<file path="src/rtl/serial_compare_ctrl.sv">
// serial_compare_ctrl: sequenced unsigned magnitude comparator that walks two
// WIDTH-bit operands MSB-first through a single 2-bit L/E/G compare slice.
// Latency: accept cycle to first out_valid cycle is NS+1 clocks by default;
// k+1 clocks with early exit, where k is the deciding slice counted from the MSB.
// Backpressure: in_ready is low from accept until the result has been taken;
// the result and out_valid are held until out_ready is high.
//
// Ports:
//   clk        rising-edge clock
//   rst        asynchronous active-high reset
//   in_valid   operand pair offered         in_ready   block can accept a pair
//   a, b       WIDTH-bit operands, captured on accept
//   out_valid  result valid                 out_ready  consumer takes the result
//   L, E, G    one-hot result: A<B, A==B, A>B (held until the next accept)
//   busy       high while comparing or holding a result
//
// Build option: SERIAL_COMPARE_EARLY_EXIT_EN
//   defined   - COMPARE stops at the first differing slice (data-dependent latency)
//   undefined - every compare visits all NS slices (fixed latency); the first
//               differing slice is remembered and later slices are ignored.
//   Result values are identical in both builds.
//
// WIDTH must be even and >= 2.

module serial_compare_ctrl #(
  parameter int WIDTH = 8
) (
  input  logic             clk,
  input  logic             rst,
  input  logic             in_valid,
  output logic             in_ready,
  input  logic [WIDTH-1:0] a,
  input  logic [WIDTH-1:0] b,
  output logic             out_valid,
  input  logic             out_ready,
  output logic             L,
  output logic             E,
  output logic             G,
  output logic             busy
);

  localparam int NS = WIDTH / 2;
  // Slice counter needs at least one bit even when there is a single slice.
  localparam int CW = (NS > 1) ? $clog2(NS) : 1;
  localparam logic [CW-1:0] CNT_LAST = CW'(NS - 1);

  typedef enum logic [1:0] {
    S_IDLE,
    S_COMPARE,
    S_DONE
  } state_t;

  state_t           r_state;
  logic [WIDTH-1:0] r_a_sh;
  logic [WIDTH-1:0] r_b_sh;
  logic [CW-1:0]    r_cnt;
  logic             r_in_ready;
  logic             r_out_valid;
  logic             r_busy;
  logic             r_l;
  logic             r_e;
  logic             r_g;

`ifndef SERIAL_COMPARE_EARLY_EXIT_EN
  // Sticky record of the first differing slice. Kept separate from L/G so the
  // outputs do not change before the fixed schedule completes.
  logic             r_dec_l;
  logic             r_dec_g;
  logic             w_dec;
  assign w_dec = r_dec_l | r_dec_g;
`endif

  // The single 2-bit compare slice, always looking at the top of the shifters.
  logic [1:0] w_as;
  logic [1:0] w_bs;
  logic       w_gt;
  logic       w_lt;
  logic       w_last;

  assign w_as   = r_a_sh[WIDTH-1 -: 2];
  assign w_bs   = r_b_sh[WIDTH-1 -: 2];
  assign w_gt   = (w_as > w_bs);
  assign w_lt   = (w_as < w_bs);
  assign w_last = (r_cnt == '0);

  always_ff @(posedge clk or posedge rst) begin
    if (rst) begin
      r_state     <= S_IDLE;
      r_a_sh      <= '0;
      r_b_sh      <= '0;
      r_cnt       <= '0;
      r_in_ready  <= 1'b1;
      r_out_valid <= 1'b0;
      r_busy      <= 1'b0;
      r_l         <= 1'b0;
      r_e         <= 1'b0;
      r_g         <= 1'b0;
`ifndef SERIAL_COMPARE_EARLY_EXIT_EN
      r_dec_l     <= 1'b0;
      r_dec_g     <= 1'b0;
`endif
    end else begin
      case (r_state)
        S_IDLE: begin
          if (in_valid) begin
            r_a_sh     <= a;
            r_b_sh     <= b;
            r_cnt      <= CNT_LAST;
            r_l        <= 1'b0;
            r_e        <= 1'b0;
            r_g        <= 1'b0;
            r_in_ready <= 1'b0;
            r_busy     <= 1'b1;
`ifndef SERIAL_COMPARE_EARLY_EXIT_EN
            r_dec_l    <= 1'b0;
            r_dec_g    <= 1'b0;
`endif
            r_state    <= S_COMPARE;
          end
        end

        S_COMPARE: begin
`ifdef SERIAL_COMPARE_EARLY_EXIT_EN
          if (w_gt || w_lt || w_last) begin
            // Either this slice differs, or every slice matched.
            r_g         <= w_gt;
            r_l         <= w_lt;
            r_e         <= ~w_gt & ~w_lt;
            r_out_valid <= 1'b1;
            r_state     <= S_DONE;
          end else begin
            r_a_sh <= r_a_sh << 2;
            r_b_sh <= r_b_sh << 2;
            r_cnt  <= r_cnt - 1'b1;
          end
`else
          if (w_last) begin
            // An earlier decision wins; otherwise the last slice decides.
            r_l         <= r_dec_l | (~w_dec & w_lt);
            r_g         <= r_dec_g | (~w_dec & w_gt);
            r_e         <= ~w_dec & ~w_lt & ~w_gt;
            r_out_valid <= 1'b1;
            r_state     <= S_DONE;
          end else begin
            if (!w_dec) begin
              r_dec_l <= w_lt;
              r_dec_g <= w_gt;
            end
            r_a_sh <= r_a_sh << 2;
            r_b_sh <= r_b_sh << 2;
            r_cnt  <= r_cnt - 1'b1;
          end
`endif
        end

        S_DONE: begin
          // Result stays put until taken; L/E/G persist into IDLE.
          if (out_ready) begin
            r_out_valid <= 1'b0;
            r_in_ready  <= 1'b1;
            r_busy      <= 1'b0;
            r_state     <= S_IDLE;
          end
        end

        default: begin
          r_state     <= S_IDLE;
          r_in_ready  <= 1'b1;
          r_out_valid <= 1'b0;
          r_busy      <= 1'b0;
        end
      endcase
    end
  end

  assign in_ready  = r_in_ready;
  assign out_valid = r_out_valid;
  assign busy      = r_busy;
  assign L         = r_l;
  assign E         = r_e;
  assign G         = r_g;

endmodule

</file>
<file path="config.mk">
export PLATFORM = sky130hd
export DESIGN_NAME = serial_compare_ctrl
export DESIGN_NICKNAME = d
export VERILOG_FILES = /design/src/rtl/serial_compare_ctrl.sv
export SDC_FILE = /design/constraint.sdc
export NUM_CORES = 1
export LEC_CHECK = 0
export CAP_MARGIN = 20
export CORE_MARGIN = 4
export CORE_UTILIZATION = 46
export CTS_CLUSTER_SIZE = 28
export DETAILED_ROUTE_END_ITERATION = 7
export PLACE_DENSITY = 0.75
export SKIP_CTS_REPAIR_TIMING = 1
export SLEW_MARGIN = 5
export SYNTH_ARGS = -nofsm -noshare
export SYNTH_HDL_FRONTEND = slang
export SYNTH_SLANG_ARGS = --single-unit
</file>
<file path="constraint.sdc">
create_clock -name clk -period 1.8 [get_ports clk]
set_clock_uncertainty 0.2 [all_clocks]
set_input_delay 0.18 -clock clk [delete_from_list [all_inputs] [get_ports clk]]
set_output_delay 0.18 -clock clk [all_outputs]
set_load 0.005 [all_outputs]
</file>
# Yosys cells after proc, flatten, opt, wreduce, memory -nomap -nowiden
# Cells that the tools add are included.
totals:
  reg_bits: 28
  latch_bits: 0
  ramBits: 0
  romBits: 0
  inputBits: 20
  out_inout_bits: 6
  elab_cells: 76
  memories: 0
op_classes:
  n_addsub: 1
  multipliers: 0
  div_mod_pow: 0
  magnitude_cmp: 2
  eq_ne: 7
  n_shift: 0
  n_mux: 33
  bitwise_logic: 12
  n_reduce_logical: 9
ops:
  columns: ["operator", "count"]
  rows:
  - ["$mux 8", 4]
  - ["$pmux 8 s2", 2]
  - ["$reduce_and 3->1", 5]
  - ["$mux 1", 12]
  - ["$mux 2", 5]
  - ["$ne 2x2->1 const B", 5]
  - ["$pmux 1 s2", 5]
  - ["$pmux 1 s3", 3]
  - ["$pmux 2 s3", 1]
  - ["$not 1->1", 5]
  - ["$and 1x1->1", 4]
  - ["$logic_not 2->1", 2]
  - ["$pmux 2 s2", 1]
  - ["$reduce_and 4->1", 1]
  - ["$or 1x1->1", 3]
  - ["$eq 2x1->1 const B", 1]
  - ["$eq 2x2->1 const B", 1]
  - ["$gt 2x2->1", 1]
  - ["$lt 2x2->1", 1]
  - ["$reduce_bool 2->1", 1]
  - ["$sub 2x1->2 const B", 1]

# Depth between registers and ports, before layout
depth:
  ltp_word: 6
  ltp_mapped: 7
  mapped_depth_nobuf: 6

# Worst setup path after synthesis
# Ideal clock, no wire load.
synth_path:
  kind: "reg2reg"
  startpoint: "reg r_cnt[0]"
  endpoint: "reg r_b_sh[3]"
  setup_time_ps: 125
  arrival_time_ps: 1557
  required_time_ps: 1475
  slack_ps: -82
  stages_incl_launch_ff: 8
  synth_period_minus_slack_ps: 1882
  path_cell_list: "dfrtp_1 inv_1 ha_1 nor3b_4 nor2_4 inv_2 buf_6 mux2_2"
synth_via:
  elab_chain_len: 3
synth_rtl:
  columns: ["item", "line_no", "source"]
  rows:
  - ["start, declared", "56", "logic [CW-1:0] r_cnt;"]
  - ["start signal, assigned", "151", "r_cnt <= r_cnt - 1'b1;"]
  - ["$logic_not 2->1", "84", "assign w_last = (r_cnt == '0);"]
  - ["$ne 2x2->1 (no source line)", null, null]
  - ["$reduce_and 3->1 (no source line)", null, null]
  - ["end signal, assigned", "150", "r_b_sh <= r_b_sh << 2;"]
  - ["end, declared", "55", "logic [WIDTH-1:0] r_b_sh;"]
# No other way between the ends.
# A chain may end at the register's enable or synchronous reset.

# Worst setup path in the final report
layout_path:
  startpoint: "reg r_in_ready (netlist: in_ready)"
  endpoint: "out in_ready"
layout_rtl:
  columns: ["item", "line_no", "source"]
  rows:
  - ["start, declared", "57", "logic r_in_ready;"]
  - ["start signal, assigned", "92", "r_in_ready <= 1'b1;"]
  - ["start signal, assigned", "112", "r_in_ready <= 1'b0;"]
  - ["start signal, assigned", "160", "r_in_ready <= 1'b1;"]
  - ["end, declared", "31", "output logic in_ready,"]
# No word-level cell between the ends.

==> impl_results.md <==
* Wire per inst at 14.3 µm
* IO buf count at 25
* Vias in the first global route at 1003
* First-pass GRT wire length at 4.34 mm
* Setup crit start kind: register
* CTS tree: built
* Clock-pin slew of the registers on the worst-case setup and hold paths at approximately 150 ps
* Wirelength, routed at around 2.6 mm
* Critical path type: reg2out
* Num rows at 19
* CP max stage delay at approximately 550 ps
* Tcrit/Tclk final at 96.7%
* Synth Net Count at 139
* CTS Sinks at 28
* Share of cells above drive strength 1 at 20.9%
* # diodes at 0
* Status: complete, no violations
* Initial antenna violation count at 0
* Mean area per synthesized cell at 11.7 µm²
* Hold Vio Cnt, Final at 0
* Largest delay share family, worst path: flip-flops
* Die Wd at 62.4 µm
* Crit-path cells: clkdlybuf4s50_1
* Residual DRC count at 0
* HP Class: in2reg
* Antenna Violating Nets Remaining at 0
* Initial DRC Count at 13
* Die H at 62.4 µm
* Finished Core Util at 62.0%
* Worst Tran Pin Value at 435 ps
* Post-synthesis compound-gate area fraction at 11.3%
* I/O pins at 26
* CP Data Required Time at 1420 ps
* Initial Utilization at 48.9%
* Rel. slew slack at 71.0%
* Leakage Power at ~0.79 nW
* Final setup fails at 0
* Crit-path max FO at 2
* CTS Buf Count at 3
* Xor and xnor area share after synthesis at 0%
* Warnings, synthesis at 0
* Mapped Cells at ~120
* Clk Latency, worst-skew pair at 320 ps
* Crit path DAT at 1360 ps
* Area Growth Syn to Fin at 26.7%
* DR pass1 iterations at 4
* Total vias in the final route at between 900 and 1000
* Root buf cell: clkbuf_4
* Peak VDD IR at 1.25 mV
* Pin count of the biggest net entering global routing at 20
* Flop and latch count out of synthesis at 28
* Nets at 172
* Final Max Slew Viols at 0
* Grt ovf at 0
* Tmin final at 1740 ps
* Core area at between 2000 and 3000 µm²
* Synth cell types at 29
* H-tree level count at 1
* GRT Overall Usage at 13.4%
* Share of async-settable or async-resettable flops after synthesis at 100%
* Critical Path Sink Type: output port
* Sequential-to-total area share from yosys stat at approximately 52%
* Final GP Congestion at 0.752
* Max_cap viols at 0
* RSZ-0062 raised after global routing: false
* Slowest CP cell: dfstp_2
* Largest family of logic cells by synthesized area: multiplexers
* CP bufs+invs at 1
* Vias per Instance at 5.42
* Fmax at 574 MHz
* Power Density at 1810 nW/µm²
* Power Total at 0.00312 W
* Mux contribution to synthesized area at between 10% and 20%
* CTS max path bufs at 2
* DIE AREA at 3890 µm²
* Mapped Area at 1360 µm²
* Post-DP HPWL at 1.94 mm
* Synth Area in Adders at 2.76%
* Post-synth EDFFs at 0
* Most used DFF post-synth: dfrtp_1
* Synth Area in Simple Gates at between 10% and 20%
## registers in the layout, summed over array words and instances, names as in the netlist, 2 cells and up
register and cells:
r_a_sh 8, r_b_sh 8, r_cnt 2, r_state 2
## area by class of cell
type                            count  area [µm²]
Fill cell                         232        1060
Sequential cell                    28         703
Multi-Input combinational cell     73         574
Timing Repair Buffer               34         345
Tap cell                           31        38.8
Inverter                            9        36.3
Clock buffer                        4        26.3
## through the flow
step | setup slack, ps | cells | hold slack (ps) | TNS (ps) | area [µm²]
global placement | -12.6 | 174 | 252 | -34.9 | 1680
detailed placement | -85.4 | 174 | 253 | -350 | 1680
floorplan | -40.6 | 116 | 44.7 | -122 | 1370
global route | 1.71 | 179 | 247 | 0 | 1720
finish | 58.6 | 179 | 258 | 0 | 1720
CTS | 3.64 | 178 | -54.6 | 0 | 1710
## synth_stat cells, types with 3 or more instances
cell type	count	area (µm²)
dfrtp_1	27	676
nand2_1	9	33.8
a21oi_1	8	40.0
inv_1	8	30.0
mux2_2	8	90.1
mux2i_1	7	70.1
o21ai_0	7	35.0
nor3_1	5	25.0
a22o_1	4	35.0
mux2_4	4	60.1
ha_1	3	37.5
nand3_1	3	15.0
nor2_1	3	11.3
## layout by cell type (no fill, tap or decap), drive strengths merged
cell type	n
nand2b	2
nand3b	1
dfrtp	27
nor3b	2
nor2	4
or3b	1
dlygate4sd3	1
clkbuf	4
nand3	3
buf	8
dfstp	1
ha	3
a22oi	2
mux2i	7
inv	9
o31ai	1
o21ai	7
a21oi	8
clkdlybuf4s50	25
a2111o	1
nor3	5
mux2	12
a221o	1
a22o	4
nand2	9
## metal layers
metal / share of wire (%) / up-vias / GRT usage, % / wire [µm]
met1: 44 / 483 / 16.9 / 1140
met5: 0 / - / 0 / 0
met4: 0.62 / 0 / 4.77 / 16
met2: 51 / 16 / 22.7 / 1320
met3: 3.4 / 2 / 2.70 / 88
li1: - / 470 / - / -
## kinds of logic after synthesis
family,after synthesis
buffers and inverters,15
adders and majority gates,3
muxes,19
and+or+nand+nor,27
AOI/OAI and AO/OA,24
DFF,28
## worst paths after layout
path / depth (start not counted) / endpoint / slack (ps) / start
setup / recovery: 1 / in_ready / 60 / in_ready
max in group asynchronous: 4 / r_state[1] / 440 / rst
hold / removal: 2 / r_b_sh[0] / 260 / b[0]
min in group asynchronous: 3 / r_a_sh[5] / 500 / rst
hold reg to reg: 2 / in_ready / 270 / in_ready
setup reg to reg: 6 / r_b_sh[4] / 80 / r_cnt[0]
## where the power goes
part / internal (W) / switching [W] / total (W)
logic: 0.000957 / 0.000771 / 0.00173
clock network: 0.0000867 / 0.000178 / 0.000265
registers: 0.000942 / 0.000188 / 0.00113
total: 0.00199 / 0.00114 / 0.00312
Power figures use the tool's default switching activity.
